## src/rtl/riscv_defs.sv

```systemverilog
// Shared RV32I decode enumerations and opcode constants.
// RISCV_DECODE_RV32M_EN adds the RV32M ALU operations to exec_fun_e.
package riscv_defs;

   typedef enum logic [4:0] {
      ALU_X    = 5'd0,
      ALU_ADD, ALU_SUB, ALU_SLL, ALU_SLT, ALU_SLTU, ALU_XOR, ALU_SRL, ALU_SRA,
      ALU_OR, ALU_AND,
      ALU_BEQ, ALU_BNE, ALU_BLT, ALU_BGE, ALU_BLTU, ALU_BGEU
`ifdef RISCV_DECODE_RV32M_EN
      ,
      ALU_MUL, ALU_MULH, ALU_MULHSU, ALU_MULHU, ALU_DIV, ALU_DIVU, ALU_REM, ALU_REMU
`endif
   } exec_fun_e;

   typedef enum logic [1:0] {OP1_X = 2'd0, OP1_RS1, OP1_PC, OP1_ZERO} op1_sel_e;
   typedef enum logic [2:0] {OP2_X = 3'd0, OP2_RS2, OP2_IMI, OP2_IMS, OP2_IMB, OP2_IMU, OP2_IMJ} op2_sel_e;
   typedef enum logic [1:0] {WB_X = 2'd0, WB_ALU, WB_MEM, WB_PC} wb_sel_e;
   typedef enum logic       {RF_X = 1'b0, RF_WRITE} rf_wen_e;
   typedef enum logic [1:0] {MEM_X = 2'd0, MEM_RD, MEM_WR} mem_wen_e;
   typedef enum logic [2:0] {PC_X = 3'd0, PC_4, PC_BR, PC_JAL, PC_ALU} pc_sel_e;
   typedef enum logic [1:0] {MSK_X = 2'd0, MSK_B, MSK_H, MSK_W} mask_sel_e;

   localparam logic [6:0] OPC_LUI    = 7'b0110111;
   localparam logic [6:0] OPC_AUIPC  = 7'b0010111;
   localparam logic [6:0] OPC_JAL    = 7'b1101111;
   localparam logic [6:0] OPC_JALR   = 7'b1100111;
   localparam logic [6:0] OPC_BRANCH = 7'b1100011;
   localparam logic [6:0] OPC_LOAD   = 7'b0000011;
   localparam logic [6:0] OPC_STORE  = 7'b0100011;
   localparam logic [6:0] OPC_OPIMM  = 7'b0010011;
   localparam logic [6:0] OPC_OP     = 7'b0110011;
   localparam logic [6:0] OPC_FENCE  = 7'b0001111;
   localparam logic [6:0] OPC_SYSTEM = 7'b1110011;

endpackage

```

## src/rtl/riscv_decode_stage_if.sv

```systemverilog
// Fetch-side and execute-side handshake plus decoded bundle of the decode stage.
// slave = the decode stage itself; master = the fetch/execute environment around it.
interface riscv_decode_stage_if
   import riscv_defs::*;
#(
   parameter int WORD_LENGTH = 32,
   parameter int PC_WIDTH    = 32
) ();

   logic                   in_valid;
   logic                   in_ready;
   logic [WORD_LENGTH-1:0] inst_i;
   logic [PC_WIDTH-1:0]    pc_i;

   logic                   out_valid;
   logic                   out_ready;
   logic [PC_WIDTH-1:0]    pc_o;
   logic [4:0]             rd_o;
   logic [4:0]             rs1_o;
   logic [4:0]             rs2_o;
   logic [WORD_LENGTH-1:0] imm_o;
   exec_fun_e              exec_fun;
   op1_sel_e               op1_sel;
   op2_sel_e               op2_sel;
   wb_sel_e                wb_sel;
   rf_wen_e                rf_wen;
   mem_wen_e               mem_wen;
   pc_sel_e                pc_sel;
   mask_sel_e              rs2_mask_sel;
   logic                   mem_sext_o;
   logic                   invalid_o;

   modport slave (
      input  in_valid, inst_i, pc_i, out_ready,
      output in_ready, out_valid, pc_o, rd_o, rs1_o, rs2_o, imm_o,
             exec_fun, op1_sel, op2_sel, wb_sel, rf_wen, mem_wen, pc_sel,
             rs2_mask_sel, mem_sext_o, invalid_o
   );

   modport master (
      output in_valid, inst_i, pc_i, out_ready,
      input  in_ready, out_valid, pc_o, rd_o, rs1_o, rs2_o, imm_o,
             exec_fun, op1_sel, op2_sel, wb_sel, rf_wen, mem_wen, pc_sel,
             rs2_mask_sel, mem_sext_o, invalid_o
   );

endinterface

```

## src/rtl/riscv_decode_stage.sv

```systemverilog
// Registered RV32I decode stage with a 2-entry skid buffer and saturating illegal counter.
// Optional RV32M decode is enabled by defining RISCV_DECODE_RV32M_EN.
module riscv_decode_stage
   import riscv_defs::*;
#(
   parameter int WORD_LENGTH = 32,
   parameter int PC_WIDTH    = 32,
   parameter int CNT_WIDTH   = 16
) (
   input  logic                  clk,
   input  logic                  rst,
   input  logic                  flush,
   riscv_decode_stage_if.slave   bus,
   output logic [CNT_WIDTH-1:0]  illegal_cnt,
   output logic [1:0]            dbg_state_o
);

   if (WORD_LENGTH != 32) begin : g_bad_width
      $error("riscv_decode_stage: WORD_LENGTH must be 32");
   end

   // Handshake: a transfer happens on a cycle where valid and ready are both high;
   // valid never depends on ready, and a presented bundle holds until it transfers.
   typedef enum logic [1:0] {S_EMPTY = 2'd0, S_ONE = 2'd1, S_FULL = 2'd2} state_e;

   typedef struct packed {
      logic [PC_WIDTH-1:0]    pc;
      logic [4:0]             rd;
      logic [4:0]             rs1;
      logic [4:0]             rs2;
      logic [WORD_LENGTH-1:0] imm;
      exec_fun_e              exec_fun;
      op1_sel_e               op1;
      op2_sel_e               op2;
      wb_sel_e                wb;
      rf_wen_e                rf_wen;
      mem_wen_e               mem_wen;
      pc_sel_e                pc_sel;
      mask_sel_e              mask;
      logic                   mem_sext;
      logic                   invalid;
   } bundle_t;

   state_e               state_q, state_d;
   logic                 in_ready_q, in_ready_d;
   bundle_t              out_q, out_d;
   bundle_t              skid_q, skid_d;
   logic [CNT_WIDTH-1:0] cnt_q, cnt_d;
   bundle_t              dec;
   logic                 in_fire, out_fire;

   logic [WORD_LENGTH-1:0] inst;
   logic [6:0]             opcode, funct7;
   logic [2:0]             funct3;
   logic [4:0]             rd_f, rs1_f, rs2_f;
   logic [WORD_LENGTH-1:0] imm_i, imm_s, imm_b, imm_u, imm_j;

   assign inst   = bus.inst_i;
   assign opcode = inst[6:0];
   assign funct3 = inst[14:12];
   assign funct7 = inst[31:25];
   assign rd_f   = inst[11:7];
   assign rs1_f  = inst[19:15];
   assign rs2_f  = inst[24:20];
   assign imm_i  = {{20{inst[31]}}, inst[31:20]};
   assign imm_s  = {{20{inst[31]}}, inst[31:25], inst[11:7]};
   assign imm_b  = {{19{inst[31]}}, inst[31], inst[7], inst[30:25], inst[11:8], 1'b0};
   assign imm_u  = {inst[31:12], 12'b0};
   assign imm_j  = {{11{inst[31]}}, inst[31], inst[19:12], inst[20], inst[30:21], 1'b0};

   function automatic exec_fun_e alu_decode(input logic [2:0] f3, input logic alt);
      exec_fun_e op;
      case (f3)
         3'b000:  op = alt ? ALU_SUB : ALU_ADD;
         3'b001:  op = ALU_SLL;
         3'b010:  op = ALU_SLT;
         3'b011:  op = ALU_SLTU;
         3'b100:  op = ALU_XOR;
         3'b101:  op = alt ? ALU_SRA : ALU_SRL;
         3'b110:  op = ALU_OR;
         default: op = ALU_AND;
      endcase
      return op;
   endfunction

   always_comb begin
      logic legal;
      legal   = 1'b1;
      dec     = '0;
      dec.pc  = bus.pc_i;
      case (opcode)
         OPC_LUI, OPC_AUIPC: begin
            dec.rd = rd_f; dec.imm = imm_u; dec.exec_fun = ALU_ADD;
            dec.op1 = (opcode == OPC_LUI) ? OP1_ZERO : OP1_PC;
            dec.op2 = OP2_IMU; dec.wb = WB_ALU; dec.rf_wen = RF_WRITE; dec.pc_sel = PC_4;
         end
         OPC_JAL: begin
            dec.rd = rd_f; dec.imm = imm_j; dec.exec_fun = ALU_ADD; dec.op1 = OP1_PC;
            dec.op2 = OP2_IMJ; dec.wb = WB_PC; dec.rf_wen = RF_WRITE; dec.pc_sel = PC_JAL;
         end
         OPC_JALR: begin
            legal = (funct3 == 3'b000);
            dec.rd = rd_f; dec.rs1 = rs1_f; dec.imm = imm_i; dec.exec_fun = ALU_ADD;
            dec.op1 = OP1_RS1; dec.op2 = OP2_IMI; dec.wb = WB_PC; dec.rf_wen = RF_WRITE;
            dec.pc_sel = PC_ALU;
         end
         OPC_BRANCH: begin
            dec.rs1 = rs1_f; dec.rs2 = rs2_f; dec.imm = imm_b; dec.op1 = OP1_RS1;
            dec.op2 = OP2_RS2; dec.pc_sel = PC_BR;
            case (funct3)
               3'b000:  dec.exec_fun = ALU_BEQ;
               3'b001:  dec.exec_fun = ALU_BNE;
               3'b100:  dec.exec_fun = ALU_BLT;
               3'b101:  dec.exec_fun = ALU_BGE;
               3'b110:  dec.exec_fun = ALU_BLTU;
               3'b111:  dec.exec_fun = ALU_BGEU;
               default: legal = 1'b0;
            endcase
         end
         OPC_LOAD: begin
            legal = (funct3 != 3'b011) && (funct3[2:1] != 2'b11);
            dec.rd = rd_f; dec.rs1 = rs1_f; dec.imm = imm_i; dec.exec_fun = ALU_ADD;
            dec.op1 = OP1_RS1; dec.op2 = OP2_IMI; dec.wb = WB_MEM; dec.rf_wen = RF_WRITE;
            dec.mem_wen = MEM_RD; dec.pc_sel = PC_4;
            dec.mask = (funct3[1:0] == 2'b00) ? MSK_B : (funct3[1:0] == 2'b01) ? MSK_H : MSK_W;
            dec.mem_sext = (funct3 == 3'b000) || (funct3 == 3'b001);
         end
         OPC_STORE: begin
            legal = (funct3 == 3'b000) || (funct3 == 3'b001) || (funct3 == 3'b010);
            dec.rs1 = rs1_f; dec.rs2 = rs2_f; dec.imm = imm_s; dec.exec_fun = ALU_ADD;
            dec.op1 = OP1_RS1; dec.op2 = OP2_IMS; dec.mem_wen = MEM_WR; dec.pc_sel = PC_4;
            dec.mask = (funct3[1:0] == 2'b00) ? MSK_B : (funct3[1:0] == 2'b01) ? MSK_H : MSK_W;
         end
         OPC_OPIMM: begin
            // Shift-immediates reuse the funct7 slot; only SRAI may set the alt bit.
            if (funct3 == 3'b001) legal = (funct7 == 7'b0000000);
            if (funct3 == 3'b101) legal = (funct7 == 7'b0000000) || (funct7 == 7'b0100000);
            dec.rd = rd_f; dec.rs1 = rs1_f; dec.imm = imm_i;
            dec.exec_fun = alu_decode(funct3, (funct3 == 3'b101) && funct7[5]);
            dec.op1 = OP1_RS1; dec.op2 = OP2_IMI; dec.wb = WB_ALU; dec.rf_wen = RF_WRITE;
            dec.pc_sel = PC_4;
         end
         OPC_OP: begin
            dec.rd = rd_f; dec.rs1 = rs1_f; dec.rs2 = rs2_f; dec.op1 = OP1_RS1;
            dec.op2 = OP2_RS2; dec.wb = WB_ALU; dec.rf_wen = RF_WRITE; dec.pc_sel = PC_4;
            if (funct7 == 7'b0000000) begin
               dec.exec_fun = alu_decode(funct3, 1'b0);
            end else if (funct7 == 7'b0100000) begin
               legal = (funct3 == 3'b000) || (funct3 == 3'b101);
               dec.exec_fun = alu_decode(funct3, 1'b1);
`ifdef RISCV_DECODE_RV32M_EN
            end else if (funct7 == 7'b0000001) begin
               case (funct3)
                  3'b000:  dec.exec_fun = ALU_MUL;
                  3'b001:  dec.exec_fun = ALU_MULH;
                  3'b010:  dec.exec_fun = ALU_MULHSU;
                  3'b011:  dec.exec_fun = ALU_MULHU;
                  3'b100:  dec.exec_fun = ALU_DIV;
                  3'b101:  dec.exec_fun = ALU_DIVU;
                  3'b110:  dec.exec_fun = ALU_REM;
                  default: dec.exec_fun = ALU_REMU;
               endcase
`endif
            end else begin
               legal = 1'b0;
            end
         end
         OPC_FENCE: begin
            legal = (funct3 == 3'b000);
            dec.pc_sel = PC_4;
         end
         OPC_SYSTEM: begin
            // EBREAK is a recognised no-op that is still reported as illegal for now.
            legal = (inst == 32'h0000_0073) || (inst == 32'h0010_0073);
            dec.pc_sel  = PC_4;
            dec.invalid = (inst == 32'h0010_0073);
         end
         default: legal = 1'b0;
      endcase
      if (!legal) begin
         dec         = '0;
         dec.pc      = bus.pc_i;
         dec.invalid = 1'b1;
      end else if (dec.rd == 5'd0) begin
         dec.rf_wen = RF_X;
      end
   end

   always_comb begin
      state_d  = state_q;
      out_d    = out_q;
      skid_d   = skid_q;
      cnt_d    = cnt_q;
      in_fire  = bus.in_valid && in_ready_q;
      out_fire = (state_q != S_EMPTY) && bus.out_ready;
      case (state_q)
         S_EMPTY: begin
            if (in_fire) begin
               state_d = S_ONE;
               out_d   = dec;
            end
         end
         S_ONE: begin
            if (in_fire && out_fire) begin
               out_d = dec;
            end else if (in_fire) begin
               state_d = S_FULL;
               skid_d  = dec;
            end else if (out_fire) begin
               state_d = S_EMPTY;
            end
         end
         S_FULL: begin
            if (out_fire) begin
               state_d = S_ONE;
               out_d   = skid_q;
            end
         end
         default: state_d = S_EMPTY;
      endcase
      if (out_fire && out_q.invalid && (cnt_q != {CNT_WIDTH{1'b1}})) begin
         cnt_d = cnt_q + CNT_WIDTH'(1);
      end
      if (flush) begin
         state_d = S_EMPTY;
         cnt_d   = cnt_q;
      end
      in_ready_d = (state_d != S_FULL);
   end

   always_ff @(posedge clk) begin
      if (rst) begin
         state_q    <= S_EMPTY;
         in_ready_q <= 1'b1;
         out_q      <= '0;
         skid_q     <= '0;
         cnt_q      <= '0;
      end else begin
         state_q    <= state_d;
         in_ready_q <= in_ready_d;
         out_q      <= out_d;
         skid_q     <= skid_d;
         cnt_q      <= cnt_d;
      end
   end

   assign bus.in_ready     = in_ready_q;
   assign bus.out_valid    = (state_q != S_EMPTY);
   assign bus.pc_o         = out_q.pc;
   assign bus.rd_o         = out_q.rd;
   assign bus.rs1_o        = out_q.rs1;
   assign bus.rs2_o        = out_q.rs2;
   assign bus.imm_o        = out_q.imm;
   assign bus.exec_fun     = out_q.exec_fun;
   assign bus.op1_sel      = out_q.op1;
   assign bus.op2_sel      = out_q.op2;
   assign bus.wb_sel       = out_q.wb;
   assign bus.rf_wen       = out_q.rf_wen;
   assign bus.mem_wen      = out_q.mem_wen;
   assign bus.pc_sel       = out_q.pc_sel;
   assign bus.rs2_mask_sel = out_q.mask;
   assign bus.mem_sext_o   = out_q.mem_sext;
   assign bus.invalid_o    = out_q.invalid;
   assign illegal_cnt      = cnt_q;
   assign dbg_state_o      = state_q;

endmodule
```

## src/flat_wrapper.sv

```systemverilog
// flat-port wrapper written by rule: the top's interface ports become plain ports
module riscv_decode_stage_flat import riscv_defs::*;
#(
   parameter int WORD_LENGTH = 32,
   parameter int PC_WIDTH    = 32,
   parameter int CNT_WIDTH   = 16
)
  (clk, rst, flush, illegal_cnt, dbg_state_o, bus_in_valid, bus_inst_i, bus_pc_i, bus_out_ready, bus_in_ready, bus_out_valid, bus_pc_o, bus_rd_o, bus_rs1_o, bus_rs2_o, bus_imm_o, bus_exec_fun, bus_op1_sel, bus_op2_sel, bus_wb_sel, bus_rf_wen, bus_mem_wen, bus_pc_sel, bus_rs2_mask_sel, bus_mem_sext_o, bus_invalid_o);
  riscv_decode_stage_if #(.WORD_LENGTH(WORD_LENGTH), .PC_WIDTH(PC_WIDTH)) bus_i ();
  input  logic clk;
  input  logic rst;
  input  logic flush;
  output logic [CNT_WIDTH-1:0] illegal_cnt;
  output logic [1:0] dbg_state_o;
  input wire logic [$bits(bus_i.in_valid)-1:0] bus_in_valid;
  input wire logic [$bits(bus_i.inst_i)-1:0] bus_inst_i;
  input wire logic [$bits(bus_i.pc_i)-1:0] bus_pc_i;
  input wire logic [$bits(bus_i.out_ready)-1:0] bus_out_ready;
  output wire logic [$bits(bus_i.in_ready)-1:0] bus_in_ready;
  output wire logic [$bits(bus_i.out_valid)-1:0] bus_out_valid;
  output wire logic [$bits(bus_i.pc_o)-1:0] bus_pc_o;
  output wire logic [$bits(bus_i.rd_o)-1:0] bus_rd_o;
  output wire logic [$bits(bus_i.rs1_o)-1:0] bus_rs1_o;
  output wire logic [$bits(bus_i.rs2_o)-1:0] bus_rs2_o;
  output wire logic [$bits(bus_i.imm_o)-1:0] bus_imm_o;
  output wire logic [$bits(bus_i.exec_fun)-1:0] bus_exec_fun;
  output wire logic [$bits(bus_i.op1_sel)-1:0] bus_op1_sel;
  output wire logic [$bits(bus_i.op2_sel)-1:0] bus_op2_sel;
  output wire logic [$bits(bus_i.wb_sel)-1:0] bus_wb_sel;
  output wire logic [$bits(bus_i.rf_wen)-1:0] bus_rf_wen;
  output wire logic [$bits(bus_i.mem_wen)-1:0] bus_mem_wen;
  output wire logic [$bits(bus_i.pc_sel)-1:0] bus_pc_sel;
  output wire logic [$bits(bus_i.rs2_mask_sel)-1:0] bus_rs2_mask_sel;
  output wire logic [$bits(bus_i.mem_sext_o)-1:0] bus_mem_sext_o;
  output wire logic [$bits(bus_i.invalid_o)-1:0] bus_invalid_o;
  assign bus_i.in_valid = bus_in_valid;
  assign bus_i.inst_i = bus_inst_i;
  assign bus_i.pc_i = bus_pc_i;
  assign bus_i.out_ready = bus_out_ready;
  assign bus_in_ready = bus_i.in_ready;
  assign bus_out_valid = bus_i.out_valid;
  assign bus_pc_o = bus_i.pc_o;
  assign bus_rd_o = bus_i.rd_o;
  assign bus_rs1_o = bus_i.rs1_o;
  assign bus_rs2_o = bus_i.rs2_o;
  assign bus_imm_o = bus_i.imm_o;
  assign bus_exec_fun = bus_i.exec_fun;
  assign bus_op1_sel = bus_i.op1_sel;
  assign bus_op2_sel = bus_i.op2_sel;
  assign bus_wb_sel = bus_i.wb_sel;
  assign bus_rf_wen = bus_i.rf_wen;
  assign bus_mem_wen = bus_i.mem_wen;
  assign bus_pc_sel = bus_i.pc_sel;
  assign bus_rs2_mask_sel = bus_i.rs2_mask_sel;
  assign bus_mem_sext_o = bus_i.mem_sext_o;
  assign bus_invalid_o = bus_i.invalid_o;
  riscv_decode_stage #(.WORD_LENGTH(WORD_LENGTH), .PC_WIDTH(PC_WIDTH), .CNT_WIDTH(CNT_WIDTH)) u_core (.clk(clk), .rst(rst), .flush(flush), .bus(bus_i), .illegal_cnt(illegal_cnt), .dbg_state_o(dbg_state_o));
endmodule
```

## config.mk

```make
export PLATFORM = sky130hd
export DESIGN_NAME = riscv_decode_stage_flat
export DESIGN_NICKNAME = d
export VERILOG_FILES = /design/src/rtl/riscv_defs.sv /design/src/rtl/riscv_decode_stage_if.sv /design/src/rtl/riscv_decode_stage.sv /design/src/flat_wrapper.sv
export SDC_FILE = /design/constraint.sdc
export NUM_CORES = 1
export LEC_CHECK = 0
export ABC_AREA = 0
export CAP_MARGIN = 20
export CELL_PAD_IN_SITES_DETAIL_PLACEMENT = 2
export CELL_PAD_IN_SITES_GLOBAL_PLACEMENT = 2
export CORE_ASPECT_RATIO = 1.25
export CORE_MARGIN = 8
export CORE_UTILIZATION = 32
export DETAILED_ROUTE_END_ITERATION = 10
export PLACE_DENSITY = 0.95
export SLEW_MARGIN = 40
export SYNTH_ARGS = -nofsm -noshare
export SYNTH_HDL_FRONTEND = slang
export SYNTH_SLANG_ARGS = --single-unit
```

## constraint.sdc

```tcl
create_clock -name clk -period 5.86 [get_ports clk]
set_input_delay 0.586 -clock clk [delete_from_list [all_inputs] [get_ports clk]]
set_output_delay 0.586 -clock clk [all_outputs]
set_load 0.005 [all_outputs]
```

* Word level (Yosys, flattened, before mapping) *
Cells that the tools add are included.

storage, ports and cells
  bits in latches = 0
  RAM bits = 0
  memory bits (read-only) = 0
  memories kept = 0
  input bits = 69
  logic and storage cells = 145
  flip-flop bits (word level) = 221

cells by class
  bitwise gates (word level) = 2
  shift operators = 0
  $mul = 0
  equal/unequal tests = 31
  $lt $le $gt $ge = 0
  reductions and logical operators = 35
  multiplexer cells = 43
  div/mod/pow operators = 0
  add/sub/neg operators = 1

operators by type and width
  kind                                                                     count
  101-bit 2-to-1 mux                                                       3
  101-bit case mux with 3 select lines                                     1
  32-bit case mux with 5 select lines                                      1
  10-bit case mux with 7 select lines                                      1
  59-bit 2-to-1 mux                                                        1
  4-bit case mux with 7 select lines                                       2
  5-bit case mux with 7 select lines                                       1
  32-bit by 21-bit equality test with 1-bit output, second input constant  1
  32-bit by 7-bit equality test with 1-bit output, second input constant   1
  5-bit case mux with 6 select lines                                       1
  7-bit by 6-bit equality test with 1-bit output, second input constant    4
  7-bit equality test, second input constant                               4
  5-bit 2-to-1 mux                                                         5
  2-bit 2-to-1 mux                                                         9
  16-bit by 1-bit adder with 16-bit output, second input constant          1
  16-bit inequality test, second input constant                            1
  7-bit by 5-bit equality test with 1-bit output, second input constant    2
  3-bit equality test, second input constant                               4
  3-bit case mux with 4 select lines                                       1
  6-bit OR reduction                                                       2
  1-bit 2-to-1 mux                                                         11
  2-bit OR reduction                                                       5
  9-bit 2-to-1 mux                                                         1
  3-bit case mux with 3 select lines                                       1
  29 further kinds                                                         48

* Depth between registers and ports, before layout *
Gate-level depths: netlist (run 1).

  depth after elaboration = 8
  gate-level depth with buffers = 12

* Worst setup path before layout (run 1) *
No wires, ideal clock.

  path kind = input-to-reg
  from = input bus_inst_i[14]
  to = register u_core.out_q (netlist bit u_core.bus.wb_sel[0])
  stages on the path = 12
  buffers on the path = 4
  setup time = 81 ps
  arrival = 2792 ps
  path slack = 2987 ps
  cells stage by stage = clkbuf_1 > clkbuf_1 > inv_1 > ha_1 > or3_1 > a211o_1 > and4b_1 > nand3_2 > buf_6 > buf_6 > nand3_1 > a211oi_2

on the way
  word-level cells in the longest chain between the ends = 8
  elaborated cells between the ends (all ways) = 27
  those cells by class = eq/ne: 10; mux: 10; reduce/logical: 7

ends and longest elaborated chain
  item                                                             line                                                  RTL
  start: declaration                                               flat_wrapper.sv:16                                    input wire logic [$bits(bus_i.inst_i)-1:0] bus_inst_i;
  3-bit equality test / 3-bit logical NOT (equally long branches)  n/a
  1-bit logical OR                                                 riscv_decode_stage.sv:149                             legal = (funct3 == 3'b000) || (funct3 == 3'b101);
  1-bit 2-to-1 mux                                                 riscv_decode_stage.sv:148                             end else if (funct7 == 7'b0100000) begin
  1-bit 2-to-1 mux                                                 riscv_decode_stage.sv:146                             if (funct7 == 7'b0000000) begin
  1-bit case mux with 8 select lines (*)                           riscv_decode_stage.sv:91                              case (opcode)
  59-bit 2-to-1 mux (*)                                            riscv_decode_stage.sv:180                             if (!legal) begin
  101-bit 2-to-1 mux, on equally long branches                     riscv_decode_stage.sv:204, riscv_decode_stage.sv:198
  101-bit case mux with 3 select lines (*)                         riscv_decode_stage.sv:196                             case (state_q)
  end signal: assignment                                           riscv_decode_stage.sv:241                             out_q <= out_d;
  end: declaration                                                 riscv_decode_stage.sv:46                              bundle_t out_q, out_d;

Every way passes the cells marked *; elsewhere a longest branch is shown, timed or not. The select of a mux whose other input is x is not followed.
A chain may end at the register's enable or synchronous reset.

* Worst setup path in the final report (run 1) *
  from = input bus_inst_i[13]
  to = register u_core.out_q (netlist bit u_core.bus.imm_o[18])

Same word-level chain as after synthesis.

==> run_results.csv, run 1 <==
group,metric,value,unit
status,status,"complete, no violations",
clock_tree,hold_buffers,0,
floorplan,core,0.0317,mm²
power,ir_drop,0.172,mV
logic_synthesis,synth-async-reset-ratio,0,%
layout,areaGrowthSynthToFinish,29.3,%
logic_synthesis,postSynthCellCount,1331,
timing,tightest_slew,866,ps
logic_synthesis,yosys_warnings,0,
logic_synthesis,yosysTopAreaCell,"dfxtp_1",
clock_tree,cts.sinks,219,
critical_path,start_kind,"input pin",
layout,antenna_cells,0,
timing,tns,0,ps
timing,min_period_over_period,71.0,%
power,powerDensity,281,mW/mm²
floorplan,row_count,73,
route,wl,47.1,mm
logic_synthesis,synth_ff_type,"dfxtp_1",
clock_tree,numCtsBuffers,26,
clock_tree,tritoncts,"built",
route,via_per_inst,5.96,
layout,multi_input_area,0.00536,mm²
logic_synthesis,synth_compound_area_share,24.2,%
grt,antenna_found_initial,0,
logic_synthesis,synth_top_area_share,42.9,%
logic_synthesis,syn_area_per_cell,7.69,µm²
logic_synthesis,synth_top_family_by_area,"simple AND/OR/NAND/NOR gates",
floorplan,boundaryPins,190,
grt,grtUsageMet2,42.5,%
clock_tree,post-cts-setup-buffers,0,
route,routedWlPerCell,25.1,µm
timing,finalSetupViolations,0,
route,antenna_left,0,
layout,nNetsFinal,1517,
logic_synthesis,yosys.area_share.adder,0.612,%
grt,grt_max_degree,106,
logic_synthesis,ys_seq_area_share,42.9,%
grt,grt_pass1_vias,12400,
logic_synthesis,synth_edf_count,0,
critical_path,crit_chain,"clkdlybuf4s50_1 -> inv_1 -> ha_1 -> nand2_1 -> a311o_1 -> and4b_1 -> nand3_4 -> buf_4 -> a221oi_1 -> nor2_1",
clock_tree,insertion_delay,550,ps
min_path,hold_path.class,"reg2reg",
placement,place_congestion,0.929,
logic_synthesis,synthMuxAreaShare,0.306,%
grt,met1_usage,27.3,%
placement,dp_hpwl,28.8,mm
clock_tree,clk_path_buf_depth,3,
grt,grt_usage,23.9,%
floorplan,die_area,0.0380,mm²
clock_tree,clockRootBuffer,"clkbuf_16",
critical_path,endpoint_kind,"flop",
clock_tree,ctsResizeCount,0,
logic_synthesis,synth_cell_types,71,
critical_path,cp.required,6270,ps
grt,grt_pass1_wl,73.3,mm
critical_path,r2r_slack,2760,ps
logic_synthesis,synth_xor_area_share,1.03,%
critical_path,path_max_fanout,66,
power,power.leakage,4.45,nW
logic_synthesis,synth-simple-area-share,25.5,%
floorplan,start_util,32.3,%
critical_path,critPathKind,"in2reg",
timing,period_minus_slack,4160,ps
logic_synthesis,synthTopCellsByArea,"dfxtp_1, a21oi_1, nand2_1",
critical_path,cp_data_arrival_time,4570,ps
floorplan,die_w,176,µm
grt,grt.overflow.total,0,
timing,slew_headroom,42.3,%
clock_tree,clk_pin_slew,60,ps
route,dr.pass1.iters,5,
grt,grt_busiest_layer,"met2",
layout,drive_gt1_share,7.11,%
layout,fill_cells,3479,
placement,portBuffers,189,
timing,fmax,240,MHz
route,vias,11200,
layout,ff_latch_area,0.00438,mm²
logic_synthesis,ys_ff_latch,219,
critical_path,crit_path_top_delay_cell,"clkdlybuf4s50_1",
timing,slew_violations,0,
job,max_cap_violations,0,
timing,hold_violations,0,
route,drcViolationCount,0,
grt,grt_util_met3,4.51,%
clock_tree,cts_htree_levels,1,
logic_synthesis,synth_area,0.0102,mm²
critical_path,crit_path_max_incr_delay,980,ps
floorplan,die_h,216,µm
layout,fin_util,41.7,%
route,drtIter0Drc,673,
logic_synthesis,syn-num-nets,1405,
timing,rsz0062_at_grt,"no",
timing,finalClockSkew,13.8,ps
[synth_stat cells, types with 14 or more instances]
master and n:
nand2_1 221, dfxtp_1 219, a21oi_1 176, nor2_1 168, clkbuf_1 97, nand3_1 60
o21ai_0 53, nand4_1 38, a311oi_1 34, nor3_1 24, a22oi_1 21, a221oi_1 16
a211oi_1 14
[worst paths after layout]
| kind | endpoint | start | cells past startpoint |
|---|---|---|---|
| worst max register to register | u_core.bus.pc_sel[2] | u_core.dbg_state_o[1] | 6 |
| worst min-delay path | u_core.skid_q[94] | u_core.skid_q[94] | 2 |
| worst min register to register | u_core.skid_q[94] | u_core.skid_q[94] | 2 |
| worst max-delay path | u_core.bus.imm_o[18] | bus_inst_i[13] | 10 |
[state kept, by name (all words and copies together), names as in the netlist, 3 cells and up]
name	cells
u_core.bus.exec_fun	5
u_core.bus.op2_sel	3
u_core.bus.pc_o	32
u_core.bus.imm_o	32
u_core.bus.rd_o	5
u_core.bus.pc_sel	3
u_core.illegal_cnt	16
u_core.bus.rs2_o	5
u_core.bus.rs1_o	5
u_core.skid_q	100
[cell usage in the layout (no fill, tap or decap), types with 21 or more instances in the layout]
| cell | netlist | layout |
|---|---|---|
| dfxtp_1 | 219 | 219 |
| clkdlybuf4s50_1 | 0 | 187 |
| a311oi_1 | 34 | 34 |
| a22oi_1 | 21 | 21 |
| a21oi_1 | 176 | 174 |
| nand2_1 | 221 | 219 |
| nor2_1 | 168 | 168 |
| nand4_1 | 38 | 38 |
| nor3_1 | 24 | 24 |
| o21ai_0 | 53 | 53 |
| clkbuf_16 | 0 | 26 |
| nand3_1 | 60 | 60 |
[through the flow]
step / std cells / instance area [µm²] / setup slack [ps] / total power, W / hold WS (ps)
final: 1875 / 13200 / 1700 / 0.00372 / 458
after global routing: 1875 / 13200 / 1630 / 0.00384 / 484
after CTS: 1875 / 13200 / 1820 / 0.00375 / 459
after detailed placement: 1827 / 12400 / 1460 / 0.00204 / 451
after global placement: 1826 / 12300 / 1580 / 0.00202 / 440
after floorplan: 1331 / 10200 / 2990 / 0.00179 / 432
[logic make-up (layout without fill, tap and decap cells)]
group	Yosys count	after routing
mux	3	3
simple gates	576	576
compound gates	381	381
flops	219	219
buf+inv	135	267
fa+ha+maj	5	5
xor+xnor	12	12
[routing by layer]
| metal | vias to the layer above | wire length [µm] |
|---|---|---|
| met2 | 412 | 23600 |
| li1 | 4967 | - |
| met3 | 123 | 2870 |
| met1 | 5665 | 18700 |
| met5 | - | 0 |
| met4 | 0 | 1920 |
[layout make-up]
cell class,count,share of cell area [%]
clock inverter,8,0.794
timing repair buffer,206,15.4
multi-input combinational,977,40.5
sequential,219,33.1
tap,412,3.90
inverter,13,0.369
clock buffer,40,5.84
[where the power goes]
part / internal [W] / switching (W)
Combinational: 0.000188 / 0.000261
Sequential: 0.00154 / 0.0000355
Clock: 0.000996 / 0.000700
Total: 0.00272 / 0.000997
[worst max-delay path: cells and delay by family]
family / cells / cell delay, ps
buf+inv: 3 / 1670
fa+ha+maj: 1 / 370
compound gates: 2 / 600
simple gates: 4 / 1280
Power figures use the tool's default switching activity.
==> run 2: changes to the inputs <==
CORE_UTILIZATION = 27   (was 32)
PLACE_DENSITY = 0.87   (was 0.95)
clock period = 3.75 ns   (was 5.86 ns; I/O delays follow)
==> run_results.csv, run 2 (synthesized netlist as in run 1, its figures left out) <==
group,metric,value,unit
grt,grt_pass1_wl,70.2,mm
timing,tns,0,ps
floorplan,start_util,27.5,%
clock_tree,clockRootBuffer,"clkbuf_16",
floorplan,row_count,79,
grt,grt_usage,19.8,%
critical_path,r2r_end,"u_core.skid_q[68]",
critical_path,path_max_fanout,29,
min_path,hp-start,"rst",
critical_path,endpoint_kind,"flop",
timing,slew_violations,0,
floorplan,die_w,190,µm
power,combinationalPowerShare,12.3,%
power,seqPwrFrac,42.7,%
route,wl,44.8,mm
power,powerDensity,424,mW/mm²
clock_tree,cts.sinks,219,
timing,min_period_over_period,78.6,%
timing,slew_headroom,46.4,%
clock_tree,insertion_delay,560,ps
route,dr.pass1.iters,5,
grt,grt.overflow.total,0,
clock_tree,hold_buffers,0,
power,internal-power,0.00422,W
route,vias,10900,
layout,largest_register_ffs,100,
placement,dpl_cell_area,0.0127,mm²
power,p_sw_share,26.5,%
timing,finalSetupViolations,0,
route,drcViolationCount,0,
job,max_cap_violations,0,
timing,hold_violations,0,
grt,antenna_found_initial,0,
floorplan,core,0.0373,mm²
layout,areaGrowthSynthToFinish,32.3,%
clock_tree,post-cts-setup-buffers,0,
grt,grt_max_degree,110,
min_path,holdPathStages,2,
timing,fmax,339,MHz
min_path,min_to,"u_core.skid_q[3]",
layout,layout_common_cells,"nand2_1, dfxtp_1, clkdlybuf4s50_1",
route,via_per_inst,5.49,
critical_path,r2r_slack,1110,ps
floorplan,boundaryPins,190,
clock_tree,ctsResizeCount,0,
layout,nNetsFinal,1545,
critical_path,r2r-start,"u_core.dbg_state_o[0]",
clock_tree,numCtsBuffers,26,
power,p_sw,0.00152,W
layout,antenna_cells,0,
power,p_clk_share,44.9,%
clock_tree,clk_path_buf_depth,3,
status,status,"complete, no violations",
min_path,hold_path.class,"in2reg",
grt,grt_pass1_vias,11900,
power,ir_drop,0.265,mV
layout,stdcell_area,0.0135,mm²
placement,dp_hpwl,30.2,mm
critical_path,reg2reg_depth,5,
clock_tree,tritoncts,"built",
clock_tree,clk_pin_slew,70,ps
placement,portBuffers,189,
route,drtIter0Drc,511,
floorplan,die_h,234,µm
placement,place_congestion,0.832,
critical_path,cp.required,4200,ps
power,power.leakage,4.58,nW
timing,tightest_slew,798,ps
layout,final_cell_count_no_fill,1977,
critical_path,start_kind,"input pin",
placement,dp_cells,1929,
critical_path,cp_data_arrival_time,3400,ps
timing,period_minus_slack,2950,ps
timing,finalClockSkew,20.2,ps
layout,drive_gt1_share,8.72,%
critical_path,critPathKind,"in2reg",
floorplan,die_area,0.0444,mm²
route,routedWlPerCell,22.7,µm
timing,rsz0062_at_grt,"no",
layout,top_register,"u_core.skid_q",
clock_tree,cts_htree_levels,1,
route,antenna_left,0,
[run 2: changes by cell type in the layout (fill, tap and decap cells not counted), moves of 2 or more]
cell and change:
a21oi_1 +2, a21oi_2 -2, buf_12 +4, buf_4 +27, buf_6 -2, clkbuf_1 -2, clkbuf_8 -2, clkinv_2 +3
[run 2: worst max-delay path by stage]
| stage | from | endpoint | slack [ps] | depth (start not counted) |
|---|---|---|---|---|
| final | bus_inst_i[25] | u_core.bus.rs1_o[4] | 800 | 8 |
| after global routing | bus_inst_i[3] | u_core.bus.rs1_o[4] | 700 | 8 |
| after CTS | bus_inst_i[25] | u_core.bus.rs1_o[4] | 840 | 8 |
| after detailed placement | bus_inst_i[25] | u_core.skid_q[60] | 360 | 8 |
| after global placement | bus_inst_i[25] | u_core.bus.rs1_o[4] | 400 | 8 |
| after floorplan | bus_inst_i[14] | u_core.bus.wb_sel[0] | 1090 | 12 |
[run 2: critical path: stages]
cell             delay, ps
clkdlybuf4s50_1        470
or4_4                  620
or4_4                  550
a2bb2oi_2              190
nand3_4                330
buf_4                  390
nand4_1                140
a211oi_1               310
[run 2: final cells by class]
class                           count  area [µm²]
Multi-Input combinational cell    977        5330
Tap cell                          486         608
Fill cell                        4169       23700
Clock buffer                       38         777
Clock inverter                     10        85.1
Sequential cell                   219        4380
Inverter                           13        48.8
Timing Repair Buffer              234        2290
[run 2: stage by stage]
stage               total power, W  hold WS, ps  worst slack [ps]  utilization, %
global placement           0.00319          439               401            34.0
finish                     0.00574          260               801            36.3
detailed placement         0.00321          448               359            34.0
global route               0.00596          289               703            36.3
floorplan                  0.00280          432              1090               -
CTS                        0.00582          249               845            36.3
[run 2: metal layers]
layer  track usage (%)  wire (µm)  share of wire, %
met5                 0          0                 0
met4              7.31       1400               3.1
met3              3.33       2170               4.8
met2              35.7      22700                51
met1              23.1      18600                41
[run 2: power by group through the flow]
stage / registers [W] / clock network [W] / logic [W]
final: 0.00245 / 0.00258 / 0.000708
after CTS: 0.00245 / 0.00265 / 0.000718
after floorplan: 0.00250 / 0 / 0.000303
after detailed placement: 0.00250 / 0 / 0.000709
after global routing: 0.00246 / 0.00273 / 0.000768
after global placement: 0.00250 / 0 / 0.000687
